<file path="src/rtl/card_pkg.sv">
`default_nettype none
// ============================================================================
// Module      : card_pkg
// Description : Shared card word layout, widths, list terminator and reader
//               FSM state encoding for the card RAM blocks.
// Revision    : 1.0 - initial release
// ============================================================================
package card_pkg;

  localparam int CARD_ADDR_W    = 10;
  localparam int CARD_WORD_W    = 32;
  localparam int COUNT_W        = 7;

  // Field positions inside a card word
  localparam int CARD_OCC_BIT   = 31;
  localparam int CARD_SUIT_LSB  = 20;
  localparam int CARD_SUIT_W    = 2;
  localparam int CARD_VALUE_LSB = 16;
  localparam int CARD_VALUE_W   = 4;
  localparam int CARD_NEXT_LSB  = 0;

  // Address 0 is reserved: a next pointer of 0 ends the list
  localparam logic [CARD_ADDR_W-1:0] NULL_ADDR = 10'd0;

  typedef enum logic [1:0] {
    ST_IDLE = 2'd0,
    ST_WAIT = 2'd1,
    ST_EMIT = 2'd2,
    ST_DONE = 2'd3
  } reader_state_e;

  // Saturating increment: the card counter sticks at its maximum
  function automatic logic [COUNT_W-1:0] count_sat_inc(input logic [COUNT_W-1:0] c);
    count_sat_inc = (c == {COUNT_W{1'b1}}) ? c : c + 1'b1;
  endfunction

endpackage
`default_nettype wire

</file>
<file path="src/rtl/card_word_unpack.sv">
`default_nettype none
// ============================================================================
// Module      : card_word_unpack
// Description : Combinational split of a card RAM word into occupied flag,
//               suit, value and next-card pointer.
// Revision    : 1.0 - initial release
// ============================================================================
module card_word_unpack
  import card_pkg::*;
(
  input  logic [CARD_WORD_W-1:0]  word,
  output logic                    occupied,
  output logic [CARD_SUIT_W-1:0]  suit,
  output logic [CARD_VALUE_W-1:0] value,
  output logic [CARD_ADDR_W-1:0]  next_addr
);

  assign occupied  = word[CARD_OCC_BIT];
  assign suit      = word[CARD_SUIT_LSB  +: CARD_SUIT_W];
  assign value     = word[CARD_VALUE_LSB +: CARD_VALUE_W];
  assign next_addr = word[CARD_NEXT_LSB  +: CARD_ADDR_W];

  // Remaining bits carry no meaning for card handling
  logic unused_bits;
  assign unused_bits = ^{word[CARD_OCC_BIT-1:CARD_SUIT_LSB+CARD_SUIT_W],
                         word[CARD_VALUE_LSB-1:CARD_NEXT_LSB+CARD_ADDR_W]};

endmodule
`default_nettype wire

</file>
<file path="src/rtl/card_list_reader.sv">
`default_nettype none
// ============================================================================
// Module      : card_list_reader
// Description : Walks a linked list of cards in the card RAM from a head
//               address and streams each card out on a valid/ready port.
//               Optional: CARD_LIST_READER_LOOP_GUARD_EN aborts a walk with
//               error once MAX_CARDS cards are accepted without reaching the
//               end of the list.
// Revision    : 1.0 - initial release
// ============================================================================
module card_list_reader
  import card_pkg::*;
#(
  parameter int                      RD_LATENCY = 1,
  parameter int                      MAX_CARDS  = 52,
  parameter logic [CARD_ADDR_W-1:0]  NULL_ADDR  = card_pkg::NULL_ADDR
)(
  input  logic                    clock,
  input  logic                    reset,
  input  logic                    start,
  input  logic [CARD_ADDR_W-1:0]  head_addr,
  output logic                    busy,
  output logic [CARD_ADDR_W-1:0]  ram_addr,
  input  logic [CARD_WORD_W-1:0]  ram_q,
  output logic                    card_valid,
  input  logic                    card_ready,
  output logic [CARD_VALUE_W-1:0] card_value,
  output logic [CARD_SUIT_W-1:0]  card_suit,
  output logic [CARD_ADDR_W-1:0]  card_addr,
  output logic                    card_last,
  output logic                    done,
  output logic                    error,
  output logic [COUNT_W-1:0]      count
);

  // ram_addr is the RAM's address register; data for it is usable
  // RD_LATENCY edges later, so WAIT spends RD_LATENCY edges (load = L-1).
  localparam logic [1:0] WAIT_LOAD = 2'(RD_LATENCY - 1);

`ifdef CARD_LIST_READER_LOOP_GUARD_EN
  localparam logic [COUNT_W-1:0] MAX_COUNT = COUNT_W'(MAX_CARDS);
`else
  logic unused_max_cards;
  assign unused_max_cards = |COUNT_W'(MAX_CARDS);
`endif

  reader_state_e             state_q, state_d;
  logic [1:0]                wait_cnt_q, wait_cnt_d;
  logic                      busy_q, busy_d;
  logic [CARD_ADDR_W-1:0]    ram_addr_q, ram_addr_d;
  logic                      card_valid_q, card_valid_d;
  logic [CARD_VALUE_W-1:0]   card_value_q, card_value_d;
  logic [CARD_SUIT_W-1:0]    card_suit_q, card_suit_d;
  logic [CARD_ADDR_W-1:0]    card_addr_q, card_addr_d;
  logic                      card_last_q, card_last_d;
  logic [CARD_ADDR_W-1:0]    next_addr_q, next_addr_d;
  logic                      done_q, done_d;
  logic                      error_q, error_d;
  logic [COUNT_W-1:0]        count_q, count_d;

  logic                      word_occupied;
  logic [CARD_SUIT_W-1:0]    word_suit;
  logic [CARD_VALUE_W-1:0]   word_value;
  logic [CARD_ADDR_W-1:0]    word_next;
  logic [COUNT_W-1:0]        count_inc;

  card_word_unpack u_unpack (
    .word      (ram_q),
    .occupied  (word_occupied),
    .suit      (word_suit),
    .value     (word_value),
    .next_addr (word_next)
  );

  assign count_inc = count_sat_inc(count_q);

  // Next-state and registered-output computation for the list walk
  always_comb begin
    state_d      = state_q;
    wait_cnt_d   = wait_cnt_q;
    busy_d       = busy_q;
    ram_addr_d   = ram_addr_q;
    card_valid_d = card_valid_q;
    card_value_d = card_value_q;
    card_suit_d  = card_suit_q;
    card_addr_d  = card_addr_q;
    card_last_d  = card_last_q;
    next_addr_d  = next_addr_q;
    done_d       = 1'b0;
    error_d      = error_q;
    count_d      = count_q;

    case (state_q)
      ST_IDLE: begin
        if (start) begin
          count_d = '0;
          error_d = 1'b0;
          busy_d  = 1'b1;
          if (head_addr == NULL_ADDR) begin
            state_d = ST_DONE;
          end else begin
            ram_addr_d = head_addr;
            wait_cnt_d = WAIT_LOAD;
            state_d    = ST_WAIT;
          end
        end
      end

      ST_WAIT: begin
        if (wait_cnt_q != 2'd0) begin
          wait_cnt_d = wait_cnt_q - 2'd1;
        end else if (!word_occupied) begin
          error_d = 1'b1;
          state_d = ST_DONE;
        end else begin
          card_value_d = word_value;
          card_suit_d  = word_suit;
          card_addr_d  = ram_addr_q;
          card_last_d  = (word_next == NULL_ADDR);
          next_addr_d  = word_next;
          card_valid_d = 1'b1;
          state_d      = ST_EMIT;
        end
      end

      ST_EMIT: begin
        if (card_ready) begin
          card_valid_d = 1'b0;
          count_d      = count_inc;
          if (card_last_q) begin
            state_d = ST_DONE;
`ifdef CARD_LIST_READER_LOOP_GUARD_EN
          end else if (count_inc == MAX_COUNT) begin
            // Too many cards without a terminator: treat list as corrupt
            error_d = 1'b1;
            state_d = ST_DONE;
`endif
          end else begin
            ram_addr_d = next_addr_q;
            wait_cnt_d = WAIT_LOAD;
            state_d    = ST_WAIT;
          end
        end
      end

      ST_DONE: begin
        done_d  = 1'b1;
        busy_d  = 1'b0;
        state_d = ST_IDLE;
      end

      default: begin
        state_d = ST_IDLE;
      end
    endcase
  end

  // State and output registers with synchronous reset
  always_ff @(posedge clock) begin
    if (reset) begin
      state_q      <= ST_IDLE;
      wait_cnt_q   <= 2'd0;
      busy_q       <= 1'b0;
      ram_addr_q   <= '0;
      card_valid_q <= 1'b0;
      card_value_q <= '0;
      card_suit_q  <= '0;
      card_addr_q  <= '0;
      card_last_q  <= 1'b0;
      next_addr_q  <= '0;
      done_q       <= 1'b0;
      error_q      <= 1'b0;
      count_q      <= '0;
    end else begin
      state_q      <= state_d;
      wait_cnt_q   <= wait_cnt_d;
      busy_q       <= busy_d;
      ram_addr_q   <= ram_addr_d;
      card_valid_q <= card_valid_d;
      card_value_q <= card_value_d;
      card_suit_q  <= card_suit_d;
      card_addr_q  <= card_addr_d;
      card_last_q  <= card_last_d;
      next_addr_q  <= next_addr_d;
      done_q       <= done_d;
      error_q      <= error_d;
      count_q      <= count_d;
    end
  end

  assign busy       = busy_q;
  assign ram_addr   = ram_addr_q;
  assign card_valid = card_valid_q;
  assign card_value = card_value_q;
  assign card_suit  = card_suit_q;
  assign card_addr  = card_addr_q;
  assign card_last  = card_last_q;
  assign done       = done_q;
  assign error      = error_q;
  assign count      = count_q;

endmodule
`default_nettype wire
</file>
<file path="config.mk">
export PLATFORM = sky130hd
export DESIGN_NAME = card_list_reader
export DESIGN_NICKNAME = d
export VERILOG_FILES = /design/src/rtl/card_pkg.sv /design/src/rtl/card_word_unpack.sv /design/src/rtl/card_list_reader.sv
export SDC_FILE = /design/constraint.sdc
export NUM_CORES = 1
export LEC_CHECK = 0
export BUFFER_PORTS_ARGS = -buffer_cell sky130_fd_sc_hd__buf_2
export CORE_MARGIN = 4
export CORE_UTILIZATION = 52
export DETAILED_ROUTE_END_ITERATION = 6
export PLACE_DENSITY = 0.87
export SKIP_LAST_GASP = 1
export SYNTH_ARGS = -nofsm -noshare
export SYNTH_HDL_FRONTEND = slang
export SYNTH_SLANG_ARGS = --single-unit
</file>
<file path="constraint.sdc">
create_clock -name clock -period 4.8 [get_ports clock]
set_input_delay 0 -clock clock [delete_from_list [all_inputs] [get_ports clock]]
set_output_delay 0 -clock clock [all_outputs]
set_load 0.01 [all_outputs]
</file>
# Yosys cells after proc, flatten, opt, wreduce, memory -nomap -nowiden

Index checks and enable logic that the tools add are counted.
Widths: inputs -> output; s select.

Mux-type cells: 33
Reduce and logical (&&, ||, !) cells: 17
$add $sub $neg: 2
Bitwise gates (word level): 1
Equal/unequal tests: 13

Operators by type and width:

| kind                | count |
|---|---|
| $mux 10             | 4 |
| $mux 7              | 3 |
| $logic_not 10->1    | 2 |
| $mux 2              | 10 |
| $pmux 10 s2         | 1 |
| $ne 2x2->1 const B  | 9 |
| $pmux 7 s2          | 1 |
| $reduce_and 4->1    | 3 |
| $reduce_bool 2->1   | 5 |
| $mux 1              | 9 |
| $pmux 2 s4          | 1 |
| $add 7x1->7 const B | 1 |
| $eq 7x7->1 const B  | 1 |
| $pmux 1 s2          | 3 |
| $pmux 2 s3          | 1 |
| $reduce_and 3->1    | 2 |
| $reduce_and 6->1    | 1 |
| $reduce_and 5->1    | 1 |
| $eq 2x2->1 const B  | 2 |
| $reduce_bool 3->1   | 1 |
| $eq 2x1->1 const B  | 1 |
| $logic_not 2->1     | 1 |
| $reduce_and 2->1    | 1 |
| $sub 2x1->2 const B | 1 |
| $not 1->1           | 1 |

Bits in registers: 52

# Depth between registers and ports, before layout

Gate-level depths: netlist of run 1.

Word-level depth: 4
Depth in mapped cells: 8

# By module

A second synthesis of run 1 with hierarchy kept.

Cell total of the unflattened synthesis: 281
Area, all modules: 2311.0 um^2

By module, submodules not included:

| module           | area each (um^2) | cells each | times used |
|---|---|---|---|
| card_list_reader | 2183.3           | 264        | 1 |
| card_word_unpack | 127.6            | 17         | 1 |

# Least setup slack after synthesis of run 1

OpenSTA, ideal clock, no wires.

Kind: register to register
Start point: reg state_q[1]
End point: reg count_q[5] (netlist: count[5])
Stages on the path, launching flop included: 6
Path buffers: 1
Arrival: 1.552 ns
Path slack: 3.178 ns
Required time: 4.730 ns
Setup time: 0.070 ns
Cell sequence: dfxtp_1 > buf_6 > mux2i_2 > or3_1 > or4_1 > a21oi_1

Cells in the longest elaborated chain, start to end: 3
Elaborated cells on any way between the ends: 8

Ends and longest elaborated chain:

| item                                                             | RTL line                | source |
|---|---|---|
| from (decl)                                                      | card_list_reader.sv:47  | `reader_state_e state_q, state_d;` |
| from (signal assigned)                                           | card_list_reader.sv:175 | `state_q <= state_d;` |
| $eq 2x2->1 / $logic_not 2->1 (equally long branches)             | card_list_reader.sv:93  | `case (state_q)` |
| $ne 2x2->1 (no line) / $reduce_bool 2->1 (equally long branches) | -                       |  |
| $reduce_and 4->1 (no line)                                       | -                       |  |
| to (signal assigned)                                             | card_list_reader.sv:187 | `count_q <= count_d;` |
| to (decl)                                                        | card_list_reader.sv:59  | `logic [COUNT_W-1:0] count_q, count_d;` |

Parallel ways exist; a longest one is shown, timed or not.
A chain may end at the register's enable or synchronous reset.

# Worst setup path in the final report of run 1

Start point: reg state_q[1]
End point: reg count_q[1] (netlist: count[1])

Same word-level chain as after synthesis.

==> results of run 1 <==
==> placed cells by master (no fill, tap or decap), types with 2 or more instances in the layout <==
cell type	synthesis	layout
or4_1	4	4
nand3_1	7	7
dfxtp_1	52	52
nor4_1	6	5
nand2b_1	2	2
clkbuf_8	0	7
o21ai_0	5	5
ha_1	2	2
a21oi_1	50	50
o31ai_1	5	5
nor2b_1	3	3
buf_2	4	68
nor2_1	4	4
inv_1	7	7
nor3_1	5	4
a211oi_1	2	2
mux2i_1	10	10
a311oi_1	10	10
dlygate4sd3_1	0	16
nand2_1	57	57
or3_1	3	3
==> cells by family after synthesis <==
| family | after synthesis |
|---|---|
| compound gates | 75 |
| fa+ha+maj | 2 |
| buf+inv | 27 |
| flops | 52 |
| mux | 11 |
| simple gates | 97 |
==> registers in the layout, summed over array words and instances (netlist names) <==
register	cells
card_addr	10
next_addr_q	10
ram_addr	10
count	7
card_value	4
card_suit	2
state_q	2
wait_cnt_q	2
busy	1
card_last	1
card_valid	1
done	1
error	1
==> cell usage after synthesis (all sizes together) (3+ instances only) <==
cell / count / area (sq um)
a21oi: 50 / 250
nor4: 6 / 37.5
nor3: 5 / 25.0
nand3: 7 / 35.0
dfxtp: 52 / 1040
inv: 7 / 26.3
o31ai: 5 / 37.5
o21ai: 5 / 25.0
nand2: 57 / 214
buf: 7 / 38.8
a311oi: 10 / 87.6
mux2i: 11 / 114
or4: 4 / 30.0
nor2: 4 / 15.0
nor2b: 3 / 18.8
clkbuf: 13 / 48.8
or3: 3 / 18.8
==> what timing repair did <==
action,in CTS,in global routing
endpoints found under the hold margin,17,0
gates resized for setup,0,0
hold buffers,16,0
==> per-stage QoR <==
stage	setup WS, ns	std cells
floorplan	3.18	264
global placement	2.17	363
detailed placement	2.05	363
CTS	2.03	386
global route	2.25	386
finish	2.44	386
==> critical path, cell delays in order, from the launching register on <==
cell	delay [ns]
dfxtp_1	0.55
nand2b_1	0.51
nor4_2	0.86
or4b_1	0.23
a21oi_1	0.06
==> path summary, 6_finish.rpt <==
check	startpoint	to	slack, ns	cells past startpoint
max reg2reg	state_q[1]	count[1]	2.44	4
min	ram_q[31]	error	0.05	4
min reg2reg	card_addr[5]	card_addr[5]	0.46	2
max	state_q[1]	count[1]	2.44	4
==> layout make-up <==
cell class	count	share of cell area [%]
Tap cell	50	2.26
Timing Repair Buffer	85	18.3
Inverter	7	0.947
Multi-Input combinational cell	185	37.5
Sequential cell	52	37.5
Clock buffer	7	3.47
==> layer usage <==
| metal | track usage, % | up-vias | wire length, um |
|---|---|---|---|
| met5 | 0 | - | 0 |
| met3 | 5.79 | 9 | 373 |
| li1 | - | 1075 | - |
| met4 | 6.35 | 0 | 80 |
| met1 | 28.3 | 993 | 2410 |
| met2 | 34.6 | 70 | 2750 |
==> power groups by stage <==
stage	logic [mW]	registers, mW	clock network (mW)
final	0.177	0.486	0.266
after global routing	0.197	0.490	0.286
after CTS	0.176	0.485	0.271
after detailed placement	0.165	0.495	0
after global placement	0.161	0.495	0
after floorplan	0.110	0.497	0
==> results.cfg, run 1 <==
[clock_network]
cts.root.buffer_cell = clkbuf_8
post_cts_buffers = 0
cts_buffer_depth = 2
cts_tree = done
path_clk_slew_ns = 0.09
clkLatencyLatePin_ns = 0.31
ctsHtreeMaxLevel = 2
cts_buffers = 5
cts_sinks = 52

[cells_and_area]
final_area_sq_um = 2770
final_util_pct = 68.9
antennaDiodeCount = 0
drive_gt1_share_pct = 23.8
n_fill_cell = 328
seq_area_sq_um = 1040
fin_nets = 384
multiInputGateArea_sq_um = 1040
syn_to_final_growth_pct = 27.0

[grt]
grt_max_degree = 51
grt_pass1_wl_um = 8910
antenna_found_initial = 0
grt_util_all_layers_pct = 21.5
gr-total-overflow = 0
grt_pass1_vias = 1890

[yosys]
avgSynthCellArea_sq_um = 8.27
async_reset_ff_share_pct = 0
synthXorXnorAreaFrac_pct = 0
syn-cell-area_sq_um = 2180
synth_top_family_by_area = simple AND/OR/NAND/NOR gates
synth_cell_types = 32
synth_edf_count = 0
synthMuxAreaShare_pct = 5.21
syn_nets = 312
synthAdderAreaFrac_pct = 1.15
ys_seq_elements = 52
synth-simple-area-share_pct = 20.6
synth_warnings = 0
ys_seq_area_share_pct = 47.7
synth_compound_area_share_pct = 20.1
synth_ff_type = dfxtp_1
synth_cells = 264

[route]
route.detailed.drc = 0
dr.pass1.iters = 4
drtIter0Drc = 163
vias = 2147
via_per_inst = 5.56
routed_wl_um = 5620
wl_per_cell_um = 14.5
ant_nets = 0

[power]
switching_power_mw = 0.262
sw_frac_of_total_pct = 28.2
power_frac_comb_pct = 19.1
power_mw = 0.929
ir_worst_vdd_v = 0.000214
leakagePower_nw = 1.17
power_frac_clock_pct = 28.6
seq_power_share_pct = 52.3
p_int_mw = 0.667
cellPowerDensity_nw_per_um2 = 335

[critical_path]
setup.worst_path.end_class = register
crit_fanout = 14
crit_arrival_ns = 2.52
criticalPathCategory = reg -> reg
crit_path_start_kind = register
cp.required_ns = 4.95

[sta]
final_hold_viol_count = 0
fin_worst_hold_slack_ns = 0.0488
setup_viol = 0
worstMarginPinSlew_ns = 1.08
fmax_ghz = 0.423
slew_violations = 0
tns_ns = 0
period_share_pct = 49.2
maxSlewHeadroom_pct = 27.9
skew_ns = 0.00619
period_needed_ns = 2.36
rsz0062_at_grt = no

[die]
fp-row-count = 23
die-width_um = 72.8
die-area_sq_um = 5300
coreArea_sq_um = 4030
die_h_um = 72.8
initial_core_util_pct = 54.2
ioPinCount = 84

[outcome]
outcome = completed

[job]
cap_violations = 0

[placement]
port_buffers = 68
place_area_sq_um = 2510
dp_hpwl_um = 3610
gp_congestion = 0.770

[hold_path]
hold_class = in -> reg
Power figures use the tool's default switching activity.
==> run 2, diff against run 1 <==
ABC_AREA = 1   (was default)
CORE_UTILIZATION = 49   (was 52)
PLACE_DENSITY = 0.82   (was 0.87)
clock period = 2.4 ns   (was 4.8 ns; I/O delays follow)
==> run 2 against run 1 <==
Final cell count is 20% higher. Cell area grew 3.8%. Highest routed layer unchanged. Critical path type unchanged. Global-route usage down 2.5 points. Clock skew shrank 0.0039 ns. Synthesized cell count is 27% higher. Count of clock-buffer cells in the layout down 2. Area after synthesis increased by 4.0%. Maximum frequency up 23%. Flip-flop and latch count unchanged. Sequential share of layout area is 1.4 points lower. Worst hold slack worse by 0.043 ns. Die area up 9.2%.
==> results.cfg, run 2 <==
[outcome]
outcome = completed

[cells_and_area]
final_cell_mix = nand2_1, nor2_1, buf_2
antennaDiodeCount = 0
syn_to_final_growth_pct = 26.9
fin_nets = 462
drive_gt1_share_pct = 21.1
final_common_cell = nand2_1

[grt]
grt_max_degree = 41
grt_util_all_layers_pct = 19.0
use_met2_pct = 33.8
grtUsageMet1_pct = 21.6
antenna_found_initial = 0
grt_busiest_layer = met2
grt_pass1_vias = 2262
gr-usage-met3_pct = 4.61
grt_pass1_wl_um = 9370
gr-total-overflow = 0

[critical_path]
crit_path_start_kind = register
setup.worst_path.end_class = register
cp.required_ns = 2.64
crit_fanout = 20
crit_arrival_ns = 2.15
criticalPathCategory = reg -> reg

[sta]
slew_violations = 0
period_share_pct = 79.9
maxSlewHeadroom_pct = 62.3
final_hold_viol_count = 0
worstMarginPinSlew_ns = 0.565
period_needed_ns = 1.92
skew_ns = 0.00224
fmax_ghz = 0.522
rsz0062_at_grt = no
setup_viol = 0
layout_setup_ws_ns = 0.483
tns_ns = 0

[yosys]
synth_warnings = 0
syn_nets = 383
avgSynthCellArea_sq_um = 6.78
synth_top_area_share_pct = 45.9
synth_edf_count = 0
synth_ff_type = dfxtp_1
synth_cells = 335
synth_cell_types = 20
yosys.area.top_type = dfxtp_1
ys_top_cells_by_count = nand2_1, nor2_1, dfxtp_1
synth.area.top_cells = dfxtp_1, nand2_1, nor2_1, o21ai_0, inv_1
synth_most_common_cell = nand2_1
ys_seq_area_share_pct = 45.9
syn-cell-area_sq_um = 2270
ys_seq_elements = 52
async_reset_ff_share_pct = 0

[power]
power_frac_comb_pct = 26.3
p_int_mw = 1.48
seq_power_share_pct = 47.4
leakagePower_nw = 1.49
power_frac_clock_pct = 26.3
sw_frac_of_total_pct = 31.3
switching_power_mw = 0.676
cellPowerDensity_nw_per_um2 = 750
ir_worst_vdd_v = 0.000414

[hold_path]
hold_class = in -> reg

[placement]
port_buffers = 68
gp_congestion = 0.826
place_ws_ns = 0.526
dp_hpwl_um = 3810

[route]
vias = 2299
dr.pass1.iters = 4
routed_wl_um = 5510
wl_per_cell_um = 11.8
via_per_inst = 4.94
drtIter0Drc = 106
route.detailed.drc = 0
ant_nets = 0

[clock_network]
cts_tree = done
cts_buffers = 5
post_cts_buffers = 0
cts_sinks = 52
postCtsResizedCells = 0
cts_buffer_depth = 2
cts.root.buffer_cell = clkbuf_8
clkLatencyLatePin_ns = 0.30
hold_buffers = 16
path_clk_slew_ns = 0.09
ctsHtreeMaxLevel = 2

[die]
die-area_sq_um = 5790
die_h_um = 76.1
die-width_um = 76.1
initial_core_util_pct = 51.4
fp-row-count = 24
coreArea_sq_um = 4410
ioPinCount = 84

[job]
cap_violations = 0
run 2: area by class of cell:
type / count / area (sq um)
fill: 396 / 1530
clock buffer: 5 / 68.8
sequential: 52 / 1040
inverter: 36 / 135
tap: 52 / 65.1
multi-input combinational: 233 / 1020
clock inverter: 1 / 30.0
timing repair buffer: 86 / 515
run 2: path summary, 6_finish.rpt:
path / from / to / slack (ns) / cells past startpoint
setup / recovery: state_q[0] / ram_addr[1] / 0.48 / 8
hold / removal: ram_q[5] / card_last / 0.006 / 4
setup reg to reg: state_q[0] / ram_addr[1] / 0.48 / 8
hold reg to reg: busy / busy / 0.47 / 2
run 2: kinds of logic (layout without fill, tap and decap cells):
family	after synthesis	count (layout)	share of synthesized area (%)
buffers and inverters	50	128	8.99
DFF	52	52	45.9
AOI/OAI and AO/OA	54	54	12.6
adders and majority gates	2	2	1.10
and+or+nand+nor	177	177	31.4
run 2: power by group through the flow:
stage	Combinational (mW)	Sequential [mW]	Clock (mW)
after floorplan	0.349	1.07	0
after global placement	0.526	1.04	0
after detailed placement	0.543	1.04	0
after CTS	0.569	1.02	0.577
after global routing	0.648	1.04	0.615
final	0.568	1.02	0.567
run 2: stage by stage:
step	instances	hold slack (ns)	power [mW]	util, %	cell area (sq um)
3_3_place_gp	443	0.239	1.56	59.4	2620
2_1_floorplan	335	0.146	1.42	-	2270
3_5_place_dp	443	0.247	1.59	59.4	2620
6_report	465	0.00586	2.16	65.2	2880
4_1_cts	465	0.00380	2.17	65.2	2880
5_1_grt	465	0.0273	2.30	65.2	2880
run 2: per-layer routing:
| layer | wire (um) | vias up |
|---|---|---|
| met5 | 0 | - |
| met4 | 105 | 0 |
| met3 | 335 | 13 |
| met2 | 2740 | 63 |
| met1 | 2330 | 1026 |
| li1 | - | 1197 |
run 2: critical path, stage by stage, from the launching register on:
cell     delay (ns)
dfxtp_1        0.41
inv_2          0.09
nand2_2        0.27
inv_2          0.18
nand2_1        0.20
nand3_2        0.36
nand2_1        0.17
nand2_1        0.07
nor2_1         0.10
